### config.mk
export PLATFORM = sky130hd
export DESIGN_NAME = instr_fetch_unit
export DESIGN_NICKNAME = d
export VERILOG_FILES = /design/src/rtl/instr_fetch_unit.sv
export SDC_FILE = /design/constraint.sdc
export NUM_CORES = 1
export LEC_CHECK = 0
export BUFFER_PORTS_ARGS = -buffer_cell sky130_fd_sc_hd__buf_2
export CAP_MARGIN = 20
export CORE_AREA = 2 2 300 228
export DETAILED_ROUTE_END_ITERATION = 6
export DIE_AREA = 0 0 302 230
export GPL_ROUTABILITY_DRIVEN = 0
export PLACE_DENSITY = 0.71
export SLEW_MARGIN = 30
export SYNTH_ARGS = -nofsm -noshare
export SYNTH_HDL_FRONTEND = slang
export SYNTH_SLANG_ARGS = --single-unit
### constraint.sdc
create_clock -name clk -period 9.2 [get_ports clk]
set_input_delay 0 -clock clk [delete_from_list [all_inputs] [get_ports clk]]
set_output_delay 0 -clock clk [all_outputs]
set_load 0.05 [all_outputs]
### src/rtl/instr_fetch_unit.sv
// ============================================================================
// Module   : instr_fetch_unit
// Brief    : Program memory loader and in-order instruction fetch/issue FSM.
// Revision : 1.0 - initial release
// ============================================================================
`default_nettype none

module instr_fetch_unit (
    input  logic        clk,
    input  logic        rst_n,
    input  logic        le_pm,
    input  logic        load_wr,
    input  logic [27:0] load_instr,
    input  logic        exec_done,
    input  logic [4:0]  pc_next,
    output logic [27:0] instruction,
    output logic        instr_valid,
    output logic [4:0]  fetch_pc,
    output logic [5:0]  prog_len,
    output logic        load_full,
    output logic        halted
);

    localparam int       DEPTH     = 32;
    localparam logic [3:0] MAX_OPCODE = 4'd6;

    typedef enum logic [1:0] {
        S_LOAD  = 2'd0,
        S_FETCH = 2'd1,
        S_ISSUE = 2'd2,
        S_HALT  = 2'd3
    } state_t;

    state_t      r_state;
    logic [27:0] r_mem [DEPTH];
    logic [27:0] r_instruction;
    logic        r_instr_valid;
    logic [4:0]  r_fetch_pc;
    logic [4:0]  r_load_ptr;
    logic [5:0]  r_prog_len;
    logic        r_load_full;
    logic        r_halted;

    logic [27:0] w_rd_word;
    logic        w_past_end;
    logic        w_bad_op;
    logic        w_mem_we;

    assign w_rd_word  = r_mem[r_fetch_pc];
    assign w_past_end = ({1'b0, r_fetch_pc} >= r_prog_len);
    assign w_bad_op   = (w_rd_word[27:24] > MAX_OPCODE);
    // Writes are dropped once full so the pointer can never wrap onto entry 0.
    assign w_mem_we   = (r_state == S_LOAD) && le_pm && load_wr && !r_load_full;

    // Program memory is intentionally not reset.
    always_ff @(posedge clk) begin
        if (w_mem_we) begin
            r_mem[r_load_ptr] <= load_instr;
        end
    end

    always_ff @(posedge clk or negedge rst_n) begin
        if (!rst_n) begin
            r_state       <= S_LOAD;
            r_instruction <= 28'd0;
            r_instr_valid <= 1'b0;
            r_fetch_pc    <= 5'd0;
            r_load_ptr    <= 5'd0;
            r_prog_len    <= 6'd0;
            r_load_full   <= 1'b0;
            r_halted      <= 1'b0;
        end else if (le_pm && (r_state != S_LOAD)) begin
            // Load request pre-empts everything, including a same-cycle retire.
            r_state       <= S_LOAD;
            r_instr_valid <= 1'b0;
            r_load_ptr    <= 5'd0;
            r_prog_len    <= 6'd0;
            r_load_full   <= 1'b0;
            r_halted      <= 1'b0;
        end else begin
            case (r_state)
                S_LOAD: begin
                    if (le_pm) begin
                        if (w_mem_we) begin
                            r_load_ptr  <= r_load_ptr + 5'd1;
                            r_prog_len  <= r_prog_len + 6'd1;
                            r_load_full <= (r_prog_len == 6'(DEPTH - 1));
                        end
                    end else begin
                        r_fetch_pc <= 5'd0;
                        r_state    <= S_FETCH;
                    end
                end
                S_FETCH: begin
                    if (w_past_end || w_bad_op) begin
                        r_instr_valid <= 1'b0;
                        r_halted      <= 1'b1;
                        r_state       <= S_HALT;
                    end else begin
                        r_instruction <= w_rd_word;
                        r_instr_valid <= 1'b1;
                        r_state       <= S_ISSUE;
                    end
                end
                S_ISSUE: begin
                    if (exec_done) begin
                        r_instr_valid <= 1'b0;
                        r_fetch_pc    <= pc_next;
                        r_state       <= S_FETCH;
                    end
                end
                S_HALT: begin
                    r_instr_valid <= 1'b0;
                    r_halted      <= 1'b1;
                end
                default: begin
                    r_state <= S_LOAD;
                end
            endcase
        end
    end

    assign instruction = r_instruction;
    assign instr_valid = r_instr_valid;
    assign fetch_pc    = r_fetch_pc;
    assign prog_len    = r_prog_len;
    assign load_full   = r_load_full;
    assign halted      = r_halted;

endmodule

`default_nettype wire

==> results of run 1 <==
[flip-flops by register name (all words and copies together) (netlist names)]
register     cells
halted           1
load_full        1
r_load_ptr       5
r_state          2
fetch_pc         5
instruction     28
instr_valid      1
r_mem          896
prog_len         6
[stage by stage]
| stage | area (µm²) | util |
|---|---|---|
| floorplan | 36400 | - |
| global route | 41600 | 0.627 |
| detailed placement | 38100 | 0.575 |
| finish | 41600 | 0.627 |
| CTS | 41600 | 0.626 |
| global placement | 38100 | 0.574 |
[critical path: cells and delay by family, from the launching register on]
family                 cells  cell delay [ns]
flip-flops                 1             1.00
AND/OR/NAND/NOR            2             0.90
buffers and inverters      2             1.41
multiplexers               4             1.79
[logic make-up after synthesis]
family / Yosys count / share of synthesized area
simple gates: 174 / 0.0208
buf+inv: 94 / 0.0109
fa+ha+maj: 15 / 0.00516
compound gates: 34 / 0.00657
mux: 310 / 0.181
xor+xnor: 6 / 0.00145
flops: 945 / 0.774
[worst min path at each step]
stage / from / endpoint / slack, ns
4_1_cts: rst_n / fetch_pc[3] / 0.09
3_3_place_gp: rst_n / fetch_pc[3] / 0.22
3_5_place_dp: rst_n / fetch_pc[3] / 0.22
2_1_floorplan: rst_n / fetch_pc[0] / -0.30
6_report: rst_n / fetch_pc[2] / 0.10
5_1_grt: rst_n / fetch_pc[3] / 0.13
[placed cells by master, fill, tap and decap left out, drive strengths merged, types with 20 or more instances in the layout]
cell type	synthesis	final
inv	18	20
buf	39	125
mux2	29	29
dlygate4sd3	0	46
mux4	276	276
nor2	49	49
clkbuf	37	103
dfrtp	49	49
nand2	94	94
edfxtp	896	896
clkinv	0	36
[area by class of cell]
| type | count | area share |
|---|---|---|
| Timing Repair Buffer | 171 | 0.0307 |
| Inverter | 18 | 0.00168 |
| Multi-Input combinational cell | 539 | 0.194 |
| Clock buffer | 103 | 0.0552 |
| Tap cell | 882 | 0.0265 |
| Sequential cell | 945 | 0.676 |
| Clock inverter | 55 | 0.0159 |
[layer usage]
metal | GRT usage | vias up | wire (µm) | part of all wire
li1 | - | 6994 | - | -
met1 | 0.353 | 9152 | 33100 | 0.40
met2 | 0.389 | 818 | 41000 | 0.49
met3 | 0.0522 | 129 | 7160 | 0.086
met4 | 0.0726 | 0 | 2160 | 0.026
met5 | 0 | - | 0 | 0
[report_power, final]
group | switching (mW) | leakage, nW | internal [mW] | total, mW
clock | 1.53 | 1.45 | 2.21 | 3.73
combinational | 1.24 | 3.05 | 1.05 | 2.30
sequential | 0.177 | 8.67 | 4.83 | 5.00
==> flow_summary.ini, run 1 <==
[critical_path]
cp_cell_sequence = buf_4 > mux4_2 > mux4_2 > mux2_2 > and4_4 > nor4_4 > buf_4 > mux2_2
r2r.worst_path.cells = 8
maximum_fanout_count_along_the_critical_path = 57
critPathKind = reg -> reg
crit_path_start_kind = register
critical_path.endpoint = instruction[5]
regToRegSetupSlack_ns = 3.86
timing.rr.end = instruction[5]
startpoint_of_the_most_critical_register_to_register_path = fetch_pc[1]
worstPathRequired_ns = 9.70
cp_slowest_stage_delay_ns = 1.00
crit_start = fetch_pc[1]
slowest_stage = sky130_fd_sc_hd__dfrtp_4
worst-endpoint-arrival_ns = 5.84
endpoint_kind = register

[power_and_ir_drop]
static-leakage-power_nw = 13.2
total_power_mw = 11.0
irDropWorstVdd_mv = 0.167
power_density_mw_per_mm2 = 265

[clock_tree]
cts_tree = yes
cts-root-buf = sky130_fd_sc_hd__clkbuf_16
max-clock-path-buffers = 3
tritoncts_num_sinks = 945
numCtsBuffers = 85
clock_tree.htree_level_count = 3
post_cts_hold_fix_bufs = 46
postCtsSetupBuffers = 0
post_cts.resized_instances = 0
cts.clk_slew.worst_paths_ns = 0.06
clkLatencyLatePin_ns = 0.64

[grt]
grt_start_max_net_pins = 113
grtUsageTotal = 0.246
first_global_vias = 17422
grt_pass1_wl_um = 121000
grt_antenna_before_repair = 0
global_route.overflow_total = 0

[layout]
flow.area_growth_from_synthesis_pct = 14.5
fillerInstances = 4320
antenna_diode_count = 0
instances_no_fill = 2713
multi_input_comb_area_mm2 = 0.00807
fin_nets = 1813
ff_latch_area_mm2 = 0.0281
proportion_of_layout_cells_with_a_drive_suffix_above_1 = 0.326

[floorplanning]
floorplan.die_area_mm2 = 0.0695
die_height_um = 230
die_width_um = 302
placeableCoreArea_mm2 = 0.0664
floorplan.rows = 82
design.portCount = 80
initial_core_util = 0.548

[yosys]
postSynth.asyncResetShare = 0.0519
area_share_of_the_leading_cell_type_in_the_synthesized_netlist = 0.740
ys_types = 46
ys_seq_area_frac = 0.774
flop_and_latch_count_out_of_synthesis = 945
ys_top_cells_by_area = sky130_fd_sc_hd__edfxtp_1 (74%), sky130_fd_sc_hd__mux4_2 (17%), sky130_fd_sc_hd__dfrtp_1 (3.4%), sky130_fd_sc_hd__nand2_1 (0.97%), sky130_fd_sc_hd__mux2_2 (0.71%)
synthFlopType = sky130_fd_sc_hd__edfxtp_1
avgSynthCellArea_um2 = 23.0
synth_top_area_cell = sky130_fd_sc_hd__edfxtp_1
yosysMostFrequentCell = sky130_fd_sc_hd__edfxtp_1
synth_enable_flop_cells = 896
postSynthNetCount = 1631
synth.cell_area_mm2 = 0.0364
synth-warning-count = 0
synthesis.instances = 1578
ys_top_cells_by_count = sky130_fd_sc_hd__edfxtp_1 (896), sky130_fd_sc_hd__mux4_2 (276), sky130_fd_sc_hd__nand2_1 (94)

[detailed_routing]
drt_pass1_iterations = 7
ant_nets = 0
route.vias.total = 17093
detailed_route_wl_um = 83500
wl_per_cell_um = 30.8
detail_route.iter0.violations = 2159
vias_per_cell = 6.30
drc = 0

[min_path]
hold_path_class = in -> async

[timing]
timing_hold_violations_final = 0
worst_slew_pin_slew_ns = 0.994
clock_skew_ns = 0.0229
layout_min_cycle_time_ns = 5.34
setup_repair_after_global_routing_missed_its_margin = false
fin_ws_ns = 3.86
max_slew_margin = 0.337
finalSetupTns_ns = 0
max_freq_mhz = 187
layout_worst_path_cycle_share = 0.581
hold_ws_ns = 0.103
finalSetupViolCount = 0
maxSlewViolCount = 0

[place]
place_inst = 2507
place_worst_setup_slack_ns = 3.90
number_of_buffers_inserted_by_port_buffering = 79
dpl.hpwl_um = 43600

[job]
cap_viol_max_count = 0

[outcome]
run_status = finished, final reports clean
No activity file was read; power rests on OpenSTA's default activity.
==> inputs of run 2 (changes only) <==
- ABC_AREA: not set -> 1
- CORE_AREA: 2 2 300 228 -> 2 2 304 231
- DIE_AREA: 0 0 302 230 -> 0 0 306 233
- clock period: 9.2 -> 5.29 ns (I/O delays scaled with it)
==> flow_summary.ini, run 2 <==
[power_and_ir_drop]
static-leakage-power_nw = 14.0
irDropWorstVdd_mv = 0.329
power_density_mw_per_mm2 = 493

[timing]
finalSetupViolCount = 0
max_freq_mhz = 246
layout_min_cycle_time_ns = 4.07
maxSlewViolCount = 0
finalSetupTns_ns = 0
timing_hold_violations_final = 0
layout_worst_path_cycle_share = 0.769
setup_repair_after_global_routing_missed_its_margin = false
max_slew_margin = 0.333
worst_slew_pin_slew_ns = 1.00
clock_skew_ns = 0.0169

[yosys]
synth_enable_flop_cells = 896
synthesis.instances = 2784
synth.cell_area_mm2 = 0.0372
flop_and_latch_count_out_of_synthesis = 945
avgSynthCellArea_um2 = 13.4
synth_top_area_cell = sky130_fd_sc_hd__edfxtp_1
synthFlopType = sky130_fd_sc_hd__edfxtp_1
yosysMostFrequentCell = sky130_fd_sc_hd__edfxtp_1
area_share_of_the_leading_cell_type_in_the_synthesized_netlist = 0.723
postSynthNetCount = 2837
ys_top_cells_by_area = sky130_fd_sc_hd__edfxtp_1 (72%), sky130_fd_sc_hd__o21ai_0 (5.4%), sky130_fd_sc_hd__nor2_1 (4.6%), sky130_fd_sc_hd__o221ai_1 (3.8%), sky130_fd_sc_hd__dfrtp_1 (3.3%)
ys_top_cells_by_count = sky130_fd_sc_hd__edfxtp_1 (896), sky130_fd_sc_hd__nor2_1 (455), sky130_fd_sc_hd__o21ai_0 (405)
ys_seq_area_frac = 0.756
postSynth.asyncResetShare = 0.0519
ys_types = 27
synth-warning-count = 0

[floorplanning]
floorplan.rows = 83
die_width_um = 306
initial_core_util = 0.547
design.portCount = 80
die_height_um = 233
floorplan.die_area_mm2 = 0.0713
placeableCoreArea_mm2 = 0.0680

[critical_path]
cp_cell_sequence = clkinv_8 > nand2_1 > nand3_1 > nand3_1 > nand2_1 > nand2_1 > nand2_1 > nand2_1 > nand2_1 > nand3_1 > nand3_2 > buf_4 > nand2_1 > o21ai_1
worst_path_dominant_cell_family = simple AND/OR/NAND/NOR gates
slowest_stage = sky130_fd_sc_hd__nand3_2
worst-endpoint-arrival_ns = 4.58
cp_slowest_stage_delay_ns = 0.76
worstPathRequired_ns = 5.80
crit_path_frequent_cell = sky130_fd_sc_hd__nand2_1
maximum_fanout_count_along_the_critical_path = 170
critPathKind = reg -> reg
endpoint_kind = register
crit_path_start_kind = register
timing.critical_path.buf_inv = 2

[clock_tree]
tritoncts_num_sinks = 945
post_cts.resized_instances = 0
cts_tree = yes
clock_tree.htree_level_count = 3
max-clock-path-buffers = 3
postCtsSetupBuffers = 0
clkLatencyLatePin_ns = 0.65
cts-root-buf = sky130_fd_sc_hd__clkbuf_16
post_cts_hold_fix_bufs = 45
cts.clk_slew.worst_paths_ns = 0.07
numCtsBuffers = 87

[detailed_routing]
vias_per_cell = 6.46
drt_pass1_iterations = 7
detail_route.iter0.violations = 4017
route.vias.total = 24751
detailed_route_wl_um = 103000
ant_nets = 0
drc = 0
wl_per_cell_um = 26.8

[place]
number_of_buffers_inserted_by_port_buffering = 79
place_inst = 3622
dpl.hpwl_um = 54600

[grt]
grtUsageTotal = 0.287
grt_pass1_wl_um = 152000
grt_start_max_net_pins = 171
global_route.overflow_total = 0
grt_antenna_before_repair = 4
first_global_vias = 23700

[layout]
proportion_of_layout_cells_with_a_drive_suffix_above_1 = 0.106
antenna_diode_count = 0
layout.cells.most_common = sky130_fd_sc_hd__edfxtp_1
layout_common_cells = sky130_fd_sc_hd__edfxtp_1 (896), sky130_fd_sc_hd__nor2_1 (423), sky130_fd_sc_hd__o21ai_0 (405)
largest_register_ff_count = 896
flow.area_growth_from_synthesis_pct = 12.8
fin_nets = 2921
instances_no_fill = 3832
top_register = r_mem

[min_path]
hold_path_class = in -> async

[outcome]
run_status = finished, final reports clean

[job]
cap_viol_max_count = 0
==> run 2: changes by cell type in the layout (fill, tap and decap cells not counted), moves of 33 or more <==
cell,change
sky130_fd_sc_hd__mux4_2,-276
sky130_fd_sc_hd__nand2_1,+149
sky130_fd_sc_hd__nand3_1,+204
sky130_fd_sc_hd__nor2_1,+406
sky130_fd_sc_hd__o21ai_0,+396
sky130_fd_sc_hd__o221ai_1,+160
sky130_fd_sc_hd__o22ai_1,+33
==> run 2: path summary, 6_finish.rpt <==
path | startpoint | end | cells after the start | slack, ns
min in group clk | pc_next[1] | fetch_pc[1] | 4 | 0.31
max in group asynchronous | rst_n | fetch_pc[1] | 3 | 4.59
min | rst_n | instruction[25] | 3 | 0.06
min reg2reg | instruction[27] | instruction[27] | 2 | 0.46
max | fetch_pc[0] | instruction[20] | 14 | 1.22
max reg2reg | fetch_pc[0] | instruction[20] | 14 | 1.22
==> run 2: per-stage QoR <==
step,setup WS [ns],hold WS (ns),utilization,power [mW],instance area (µm²)
after floorplan,2.53,-0.296,-,12.8,37200
after global placement,1.39,0.195,0.566,14.5,38500
after detailed placement,1.35,0.205,0.569,14.6,38700
after CTS,1.32,0.0701,0.616,20.6,41900
after global routing,0.981,0.130,0.618,21.6,42000
final,1.22,0.0593,0.618,20.7,42000
==> run 2: cells by family (layout without fill, tap and decap cells) <==
family	Yosys count	after routing	synth area share
and+or+nand+nor	915	915	0.0998
adders and majority gates	15	15	0.00504
AOI/OAI and AO/OA	677	677	0.111
buffers and inverters	232	388	0.0287
DFF	945	945	0.756
==> run 2: report_power, final <==
part / total [mW] / internal, mW / switching, mW
Sequential: 8.71 / 8.40 / 0.316
Combinational: 5.97 / 1.59 / 4.38
Clock: 6.03 / 3.33 / 2.70
Total: 20.7 / 13.3 / 7.39
==> run 2: worst register-to-register path, stage by stage (launching register included) <==
cell and delay [ns]:
sky130_fd_sc_hd__dfrtp_4 0.75, sky130_fd_sc_hd__clkinv_8 0.58, sky130_fd_sc_hd__nand2_1 0.36, sky130_fd_sc_hd__nand3_1 0.10, sky130_fd_sc_hd__nand3_1 0.12, sky130_fd_sc_hd__nand2_1 0.07
sky130_fd_sc_hd__nand2_1 0.06, sky130_fd_sc_hd__nand2_1 0.06, sky130_fd_sc_hd__nand2_1 0.10, sky130_fd_sc_hd__nand2_1 0.12, sky130_fd_sc_hd__nand3_1 0.15, sky130_fd_sc_hd__nand3_2 0.76
sky130_fd_sc_hd__buf_4 0.55, sky130_fd_sc_hd__nand2_1 0.09, sky130_fd_sc_hd__o21ai_1 0.07
==> run 2: per-layer routing <==
metal / global-route usage / vias to the layer above / wire length, µm
met3: 0.0516 / 228 / 12000
li1: - / 10621 / -
met5: 0 / - / 47
met1: 0.409 / 12237 / 40200
met2: 0.448 / 1657 / 47200
met4: 0.103 / 8 / 3330
==> run 2: layout make-up <==
type | count | area, µm²
Clock buffer | 114 | 2420
Multi-Input combinational cell | 1607 | 8270
Fill cell | 4874 | 26000
Inverter | 35 | 150
Clock inverter | 47 | 288
Tap cell | 892 | 1120
Sequential cell | 945 | 28100
Timing Repair Buffer | 192 | 1610
